--- src/rtl/fp_vec3_normalize_folded_if.sv ---
// Handshake bundle for fp_vec3_normalize_folded: input vector, inverse-sqrt request/response, result.
// `WIDTH is the fixed-point word width and `FRAC_BITS the fraction bits (Q16.16 unless overridden).
`timescale 1ns/1ps
`ifndef WIDTH
`define WIDTH 32
`endif
`ifndef FRAC_BITS
`define FRAC_BITS 16
`endif

// Every channel is valid/ready: a transfer happens on the rising edge where both are high;
// the producer holds its payload and valid stable until that edge (isqrt_valid_in is a one-cycle pulse).
interface fp_vec3_normalize_folded_if;
  logic [`WIDTH-1:0] x_in;
  logic [`WIDTH-1:0] y_in;
  logic [`WIDTH-1:0] z_in;
  logic              valid_in;
  logic              ready_out;
  logic [`WIDTH-1:0] isqrt_a_out;
  logic              isqrt_valid_out;
  logic              isqrt_ready_in;
  logic [`WIDTH-1:0] isqrt_res_in;
  logic              isqrt_valid_in;
  logic [`WIDTH-1:0] x_out;
  logic [`WIDTH-1:0] y_out;
  logic [`WIDTH-1:0] z_out;
  logic              zero_out;
  logic              valid_out;
  logic              ready_in;

  modport slave (
    input  x_in, y_in, z_in, valid_in,
    output ready_out,
    output isqrt_a_out, isqrt_valid_out,
    input  isqrt_ready_in, isqrt_res_in, isqrt_valid_in,
    output x_out, y_out, z_out, zero_out, valid_out,
    input  ready_in
  );

  modport master (
    output x_in, y_in, z_in, valid_in,
    input  ready_out,
    input  isqrt_a_out, isqrt_valid_out,
    output isqrt_ready_in, isqrt_res_in, isqrt_valid_in,
    input  x_out, y_out, z_out, zero_out, valid_out,
    output ready_in
  );
endinterface

--- src/rtl/fp_vec3_normalize_folded.sv ---
// Normalizes a fixed-point 3-vector with one shared multiplier and an external inverse-sqrt unit.
// Optional macro FP_NORMALIZE_SAT_EN: saturate the |v|^2 accumulation instead of wrapping.
`timescale 1ns/1ps
`ifndef WIDTH
`define WIDTH 32
`endif
`ifndef FRAC_BITS
`define FRAC_BITS 16
`endif

module fp_vec3_normalize_folded #(
  parameter int ISQRT_TIMEOUT = 64
) (
  input  logic                       clk_in,
  input  logic                       rst_in,
  fp_vec3_normalize_folded_if.slave  bus,
  output logic [3:0]                 state_dbg
);
  localparam int W  = `WIDTH;
  localparam int F  = `FRAC_BITS;
  localparam int CW = (ISQRT_TIMEOUT > 1) ? $clog2(ISQRT_TIMEOUT) : 1;
  localparam bit TO_EN = (ISQRT_TIMEOUT > 0);
  localparam logic [CW-1:0] TO_LAST = CW'((ISQRT_TIMEOUT > 0) ? ISQRT_TIMEOUT - 1 : 0);

  typedef enum logic [3:0] {
    S_IDLE    = 4'd0,
    S_SQ_X    = 4'd1,
    S_SQ_Y    = 4'd2,
    S_SQ_Z    = 4'd3,
    S_ISSUE   = 4'd4,
    S_WAIT    = 4'd5,
    S_SCALE_X = 4'd6,
    S_SCALE_Y = 4'd7,
    S_SCALE_Z = 4'd8,
    S_DONE    = 4'd9
  } state_t;

  state_t            state;
  logic [W-1:0]      xr, yr, zr, acc, res;
  logic [CW-1:0]     to_cnt;
  logic [W-1:0]      mul_a, mul_b, prod, sum;
  logic signed [2*W-1:0] prod_full;

  assign state_dbg = state;

  // Operand select for the single shared multiplier.
  always_comb begin
    mul_a = '0;
    mul_b = '0;
    case (state)
      S_SQ_X:    begin mul_a = xr; mul_b = xr;  end
      S_SQ_Y:    begin mul_a = yr; mul_b = yr;  end
      S_SQ_Z:    begin mul_a = zr; mul_b = zr;  end
      S_SCALE_X: begin mul_a = xr; mul_b = res; end
      S_SCALE_Y: begin mul_a = yr; mul_b = res; end
      S_SCALE_Z: begin mul_a = zr; mul_b = res; end
      default:   ;
    endcase
  end

  assign prod_full = $signed({{W{mul_a[W-1]}}, mul_a}) * $signed({{W{mul_b[W-1]}}, mul_b});
  assign prod      = W'(prod_full >>> F);

`ifdef FP_NORMALIZE_SAT_EN
  localparam logic [W-1:0] MAX_POS = {1'b0, {(W-1){1'b1}}};
  logic [W-1:0] sum_raw;
  assign sum_raw = acc + prod;
  // Once pinned at the maximum the sum stays there.
  assign sum = (acc == MAX_POS || sum_raw[W-1]) ? MAX_POS : sum_raw;
`else
  assign sum = acc + prod;
`endif

  always_ff @(posedge clk_in or posedge rst_in) begin
    if (rst_in) begin
      state               <= S_IDLE;
      bus.ready_out       <= 1'b1;
      bus.valid_out       <= 1'b0;
      bus.isqrt_valid_out <= 1'b0;
      bus.zero_out        <= 1'b0;
      bus.x_out           <= '0;
      bus.y_out           <= '0;
      bus.z_out           <= '0;
      bus.isqrt_a_out     <= '0;
      xr                  <= '0;
      yr                  <= '0;
      zr                  <= '0;
      acc                 <= '0;
      res                 <= '0;
      to_cnt              <= '0;
    end else begin
      case (state)
        S_IDLE: begin
          if (bus.valid_in) begin
            xr            <= bus.x_in;
            yr            <= bus.y_in;
            zr            <= bus.z_in;
            bus.ready_out <= 1'b0;
            state         <= S_SQ_X;
          end
        end
        S_SQ_X: begin
          acc   <= prod;
          state <= S_SQ_Y;
        end
        S_SQ_Y: begin
          acc   <= sum;
          state <= S_SQ_Z;
        end
        S_SQ_Z: begin
          if (sum == '0) begin
            bus.zero_out  <= 1'b1;
            bus.x_out     <= '0;
            bus.y_out     <= '0;
            bus.z_out     <= '0;
            bus.valid_out <= 1'b1;
            state         <= S_DONE;
          end else begin
            bus.isqrt_a_out     <= sum;
            bus.isqrt_valid_out <= 1'b1;
            state               <= S_ISSUE;
          end
        end
        S_ISSUE: begin
          if (bus.isqrt_ready_in) begin
            bus.isqrt_valid_out <= 1'b0;
            to_cnt              <= '0;
            state               <= S_WAIT;
          end
        end
        S_WAIT: begin
          if (bus.isqrt_valid_in) begin
            res   <= bus.isqrt_res_in;
            state <= S_SCALE_X;
          end else if (TO_EN && to_cnt == TO_LAST) begin
            // Unit never answered: report as a degenerate vector.
            bus.zero_out  <= 1'b1;
            bus.x_out     <= '0;
            bus.y_out     <= '0;
            bus.z_out     <= '0;
            bus.valid_out <= 1'b1;
            state         <= S_DONE;
          end else begin
            to_cnt <= to_cnt + 1'b1;
          end
        end
        S_SCALE_X: begin
          bus.x_out <= prod;
          state     <= S_SCALE_Y;
        end
        S_SCALE_Y: begin
          bus.y_out <= prod;
          state     <= S_SCALE_Z;
        end
        S_SCALE_Z: begin
          bus.z_out     <= prod;
          bus.valid_out <= 1'b1;
          state         <= S_DONE;
        end
        S_DONE: begin
          if (bus.ready_in) begin
            bus.valid_out <= 1'b0;
            bus.zero_out  <= 1'b0;
            bus.ready_out <= 1'b1;
            state         <= S_IDLE;
          end
        end
        default: state <= S_IDLE;
      endcase
    end
  end
endmodule

--- src/flat_wrapper.sv ---
// flat-port wrapper written by rule: the top's interface ports become plain ports
module fp_vec3_normalize_folded_flat 
#(
  parameter int ISQRT_TIMEOUT = 64
)
  (clk_in, rst_in, state_dbg, bus_x_in, bus_y_in, bus_z_in, bus_valid_in, bus_ready_out, bus_isqrt_a_out, bus_isqrt_valid_out, bus_isqrt_ready_in, bus_isqrt_res_in, bus_isqrt_valid_in, bus_x_out, bus_y_out, bus_z_out, bus_zero_out, bus_valid_out, bus_ready_in);
  fp_vec3_normalize_folded_if bus_i ();
  input  logic clk_in;
  input  logic rst_in;
  output logic [3:0] state_dbg;
  input wire logic [$bits(bus_i.x_in)-1:0] bus_x_in;
  input wire logic [$bits(bus_i.y_in)-1:0] bus_y_in;
  input wire logic [$bits(bus_i.z_in)-1:0] bus_z_in;
  input wire logic [$bits(bus_i.valid_in)-1:0] bus_valid_in;
  output wire logic [$bits(bus_i.ready_out)-1:0] bus_ready_out;
  output wire logic [$bits(bus_i.isqrt_a_out)-1:0] bus_isqrt_a_out;
  output wire logic [$bits(bus_i.isqrt_valid_out)-1:0] bus_isqrt_valid_out;
  input wire logic [$bits(bus_i.isqrt_ready_in)-1:0] bus_isqrt_ready_in;
  input wire logic [$bits(bus_i.isqrt_res_in)-1:0] bus_isqrt_res_in;
  input wire logic [$bits(bus_i.isqrt_valid_in)-1:0] bus_isqrt_valid_in;
  output wire logic [$bits(bus_i.x_out)-1:0] bus_x_out;
  output wire logic [$bits(bus_i.y_out)-1:0] bus_y_out;
  output wire logic [$bits(bus_i.z_out)-1:0] bus_z_out;
  output wire logic [$bits(bus_i.zero_out)-1:0] bus_zero_out;
  output wire logic [$bits(bus_i.valid_out)-1:0] bus_valid_out;
  input wire logic [$bits(bus_i.ready_in)-1:0] bus_ready_in;
  assign bus_i.x_in = bus_x_in;
  assign bus_i.y_in = bus_y_in;
  assign bus_i.z_in = bus_z_in;
  assign bus_i.valid_in = bus_valid_in;
  assign bus_ready_out = bus_i.ready_out;
  assign bus_isqrt_a_out = bus_i.isqrt_a_out;
  assign bus_isqrt_valid_out = bus_i.isqrt_valid_out;
  assign bus_i.isqrt_ready_in = bus_isqrt_ready_in;
  assign bus_i.isqrt_res_in = bus_isqrt_res_in;
  assign bus_i.isqrt_valid_in = bus_isqrt_valid_in;
  assign bus_x_out = bus_i.x_out;
  assign bus_y_out = bus_i.y_out;
  assign bus_z_out = bus_i.z_out;
  assign bus_zero_out = bus_i.zero_out;
  assign bus_valid_out = bus_i.valid_out;
  assign bus_i.ready_in = bus_ready_in;
  fp_vec3_normalize_folded #(.ISQRT_TIMEOUT(ISQRT_TIMEOUT)) u_core (.clk_in(clk_in), .rst_in(rst_in), .bus(bus_i), .state_dbg(state_dbg));
endmodule
--- config.mk ---
export PLATFORM = sky130hd
export DESIGN_NAME = fp_vec3_normalize_folded_flat
export DESIGN_NICKNAME = d
export VERILOG_FILES = /design/src/rtl/fp_vec3_normalize_folded_if.sv /design/src/rtl/fp_vec3_normalize_folded.sv /design/src/flat_wrapper.sv
export SDC_FILE = /design/constraint.sdc
export NUM_CORES = 2
export LEC_CHECK = 0
export CAP_MARGIN = 5
export CORE_MARGIN = 2
export CORE_UTILIZATION = 45
export DETAILED_ROUTE_END_ITERATION = 7
export PLACE_DENSITY = 0.73
export REMOVE_ABC_BUFFERS = 1
export SKIP_LAST_GASP = 1
export SLEW_MARGIN = 20
export SYNTH_ARGS = -nofsm -noshare
export SYNTH_HDL_FRONTEND = slang
export SYNTH_SLANG_ARGS = --single-unit
--- constraint.sdc ---
create_clock -name clk_in -period 24.3 [get_ports clk_in]
set_input_delay 4.86 -clock clk_in [delete_from_list [all_inputs] [get_ports clk_in]]
set_output_delay 4.86 -clock clk_in [all_outputs]
set_load 0.02 [all_outputs]
==> reports/results.ini <==
[outcome]
outcome = completed

[yosys]
netlist_top_cells_area = sky130_fd_sc_hd__fa_1 40%, sky130_fd_sc_hd__dfrtp_1 18%, sky130_fd_sc_hd__nand2_1 6.4%
count_of_flip_flops_with_a_built_in_enable_after_synthesis = 0
synth.top_cell.area_share_pct = 39.87
synth_area_leader = sky130_fd_sc_hd__fa_1
syn_area_cell_um2 = 9.732
ys_seq_elements = 302
syn_area_mm2 = 0.04213
synth_cell_types = 86
yosys.cell_count.top_type = sky130_fd_sc_hd__fa_1
dominantRegCellSynth = sky130_fd_sc_hd__dfrtp_1
synth.yosys.warnings = 0
asyncSetResetFlopFracSynth_pct = 100.0
ys_top_cells_by_count = 839 x sky130_fd_sc_hd__fa_1, 721 x sky130_fd_sc_hd__nand2_1, 564 x sky130_fd_sc_hd__inv_1, 491 x sky130_fd_sc_hd__nor2_1, 301 x sky130_fd_sc_hd__dfrtp_1
synth-seq-area-share_pct = 17.94
synth_cells = 4329

[floorplanning]
die_height_um = 310.0
die_x_um = 310.0
die_area_mm2 = 0.09609
effective_utilization_at_floorplan_pct = 45.28
core_area_mm2 = 0.09305
rows = 112
top_level_ports = 270

[global_routing]
top_usage_layer = met2
number_of_global_route_vias_before_repair = 35800
globalRoute.totalOverflow = 0
grt_usage_pct = 30.78
grt_max_degree = 101
grt_antenna_before_repair = 4
use_met3_pct = 9.147
globalRouteMet1Util_pct = 39.27
met2_grt_util_pct = 47.64
grt_pass1_wl_mm = 220.0

[route]
detail_route.wirelength_mm = 144.2
avgViaCountPerCell = 5.830
drt_drc_violations_left = 0
num_vias = 33700
wl_per_cell_um = 24.95
postRouteAntennaNets = 0
drt-pass1-iter-count = 6
initialDrtViolationCount = 3210

[sta]
setup_repair_after_global_routing_missed_its_margin = no
setup_tns_ns = 0
final_max_slew_viol_count = 0
worstMarginPinSlew_ns = 1.098
final_min_period_over_clock_period_pct = 61.02
final_hold_violation_count = 0
max-slew-margin-rel_pct = 26.61
fin_skew_ns = 0.04688
timing.final.setup_violations = 0
fmax_ghz = 0.06745
shortest_clock_period_the_worst_path_allows_after_layout_ns = 14.83

[layout]
design.final.nets = 5664
num-fill-cells = 8386
syn_to_final_growth_pct = 13.09
drive_gt1_share_pct = 7.781
postLayoutCoreUtil_pct = 51.21

[critical_path]
slowest_stage = sky130_fd_sc_hd__a2111oi_1
critical_path.max_fanout = 46
worst_r2r_endpoint = u_core.bus.x_out[26]$_DFFE_PP0P_
crit_path_start_kind = register
worst_r2r_path_depth = 43
cp.required_ns = 24.74
reg2reg_setup_slack_ns = 9.47
setup.worst_path.end_class = register
cp_common_cell = sky130_fd_sc_hd__fa_1
rr_startpoint = u_core.state_dbg[0]$_DFFE_PP0P_
cp_data_arrival_time_ns = 15.27
crit_start = u_core.state_dbg[0]$_DFFE_PP0P_
max_stage_delay_ns = 0.88
critical_path_start_end_classification = reg2reg

[clock_tree]
clock_tree.htree_level_count = 2
post-cts-setup-buffers = 0
clock_latency_of_the_later_clocked_register_in_the_worst_skew_pair_ns = 0.59
numCtsBuffers = 36
hold_buffer_count_at_cts = 0
clkTransAtPathRegs_ns = 0.06
cts_root_buf = sky130_fd_sc_hd__clkbuf_16
clk_path_buf_depth = 3
cts_repair_resize_count = 0
cts_tree = done
cts.sinks = 302

[job]
drv_cap = 0

[placement]
place_hpwl_mm = 113.9
routabilityCongestion = 0.9817
port_buffers = 269

[worst_hold_path]
hold_path_depth = 2
hold-path-endpoint = u_core.res[0]$_DFFE_PP0P_
worst_hold_startpoint = u_core.res[0]$_DFFE_PP0P_
min_path_type = reg2reg

[cells by family (layout without fill, tap and decap cells)]
kind of cell	count (synthesis)	in the layout	share of synthesized area (%)
AOI/OAI and AO/OA	552	552	9.284
other	0	2	0
buffers and inverters	806	1001	7.478
and+or+nand+nor	1384	1384	13.37
muxes	148	148	3.941
xor gates and xnor gates	103	103	2.325
DFF	302	302	17.94
adders and majority gates	1034	1034	45.66
[placed cells by master (no fill, tap or decap), types with 9 or more instances in the layout]
| cell | instances |
|---|---|
| sky130_fd_sc_hd__clkdlybuf4s50_1 | 269 |
| sky130_fd_sc_hd__and3_1 | 28 |
| sky130_fd_sc_hd__nor2b_1 | 13 |
| sky130_fd_sc_hd__ha_1 | 195 |
| sky130_fd_sc_hd__a31oi_1 | 13 |
| sky130_fd_sc_hd__nand4_1 | 16 |
| sky130_fd_sc_hd__o2bb2ai_1 | 11 |
| sky130_fd_sc_hd__buf_4 | 100 |
| sky130_fd_sc_hd__nor3_1 | 13 |
| sky130_fd_sc_hd__a21o_1 | 51 |
| sky130_fd_sc_hd__o31ai_1 | 12 |
| sky130_fd_sc_hd__clkbuf_16 | 36 |
| sky130_fd_sc_hd__o211ai_1 | 9 |
| sky130_fd_sc_hd__xor2_1 | 37 |
| sky130_fd_sc_hd__o21ai_0 | 73 |
| sky130_fd_sc_hd__xnor2_1 | 59 |
| sky130_fd_sc_hd__dfrtp_1 | 299 |
| sky130_fd_sc_hd__nand2b_1 | 14 |
| sky130_fd_sc_hd__a22o_1 | 103 |
| sky130_fd_sc_hd__o21ai_1 | 16 |
| sky130_fd_sc_hd__nor2_1 | 487 |
| sky130_fd_sc_hd__a22oi_1 | 49 |
| sky130_fd_sc_hd__o21a_1 | 25 |
| sky130_fd_sc_hd__a21oi_1 | 96 |
| sky130_fd_sc_hd__fa_1 | 839 |
| sky130_fd_sc_hd__nand3_1 | 40 |
| sky130_fd_sc_hd__mux2_2 | 141 |
| sky130_fd_sc_hd__nand2_1 | 721 |
| sky130_fd_sc_hd__bufinv_16 | 9 |
| sky130_fd_sc_hd__a221o_1 | 18 |
| sky130_fd_sc_hd__inv_1 | 563 |
[worst max-delay path: cells and delay by family, from the launching register on]
kind	cells	cell delay (ns)
adders and majority gates	10	4.69
DFF	1	0.62
buffers and inverters	9	1.86
AOI/OAI and AO/OA	15	5.04
and+or+nand+nor	7	1.81
xor gates and xnor gates	2	0.63
[metal layers]
layer / wire (um) / part of all wire (%) / vias to the layer above
met5: 62 / 0.043 / -
met4: 9159 / 6.4 / 8
met3: 16630 / 12 / 467
met2: 64620 / 45 / 2038
met1: 53720 / 37 / 17170
li1: - / - / 14010
[final cells by class]
class | count | area, um2 | share of cell area (%)
inverter | 566 | 2132 | 4.475
timing repair buffer | 369 | 3443 | 7.227
clock inverter | 22 | 384.1 | 0.8062
tap | 1254 | 1569 | 3.293
multi-input combinational | 3221 | 31580 | 66.28
sequential | 302 | 7561 | 15.87
clock buffer | 44 | 970.9 | 2.038
antenna | 2 | 5.005 | 0.01050
[registers in the layout, indices dropped and copies added (netlist names)]
signal and cells:
u_core.bus.x_out 32, u_core.bus.isqrt_valid_out 1, u_core.bus.z_out 32, u_core.res 32, u_core.zr 32, u_core.bus.zero_out 1, u_core.bus.y_out 32, u_core.bus.valid_out 1
u_core.state_dbg 4, u_core.bus.isqrt_a_out 32, u_core.xr 32, u_core.to_cnt 6, u_core.acc 32, u_core.yr 32, u_core.bus.ready_out 1
[metrics by stage]
| stage | area, um2 | setup WS, ns | hold slack (ns) | cells |
|---|---|---|---|---|
| after CTS | 47630 | 9.683 | 0.4824 | 5778 |
| after global placement | 46270 | 9.418 | 0.4602 | 5712 |
| after detailed placement | 46280 | 9.740 | 0.4677 | 5712 |
| after global routing | 47640 | 8.778 | 0.5042 | 5778 |
| final | 47650 | 9.473 | 0.4798 | 5780 |
| after floorplan | 41100 | 9.137 | 0.4455 | 4089 |
[worst max path at each step]
stage	end	cells past startpoint	slack, ns
after floorplan	u_core.bus.isqrt_a_out[0]$_DFFE_PP0P_	39	9.14
after global placement	u_core.bus.z_out[1]$_DFFE_PP0P_	43	9.42
after detailed placement	u_core.bus.x_out[4]$_DFFE_PP0P_	43	9.74
after CTS	u_core.bus.x_out[26]$_DFFE_PP0P_	41	9.68
after global routing	u_core.bus.y_out[3]$_DFFE_PP0P_	44	8.78
final	u_core.bus.x_out[26]$_DFFE_PP0P_	43	9.47
Power is left out: the tool's default activity adds up to more than one toggle a clock period on the data nets, which glitch-free logic cannot reach.
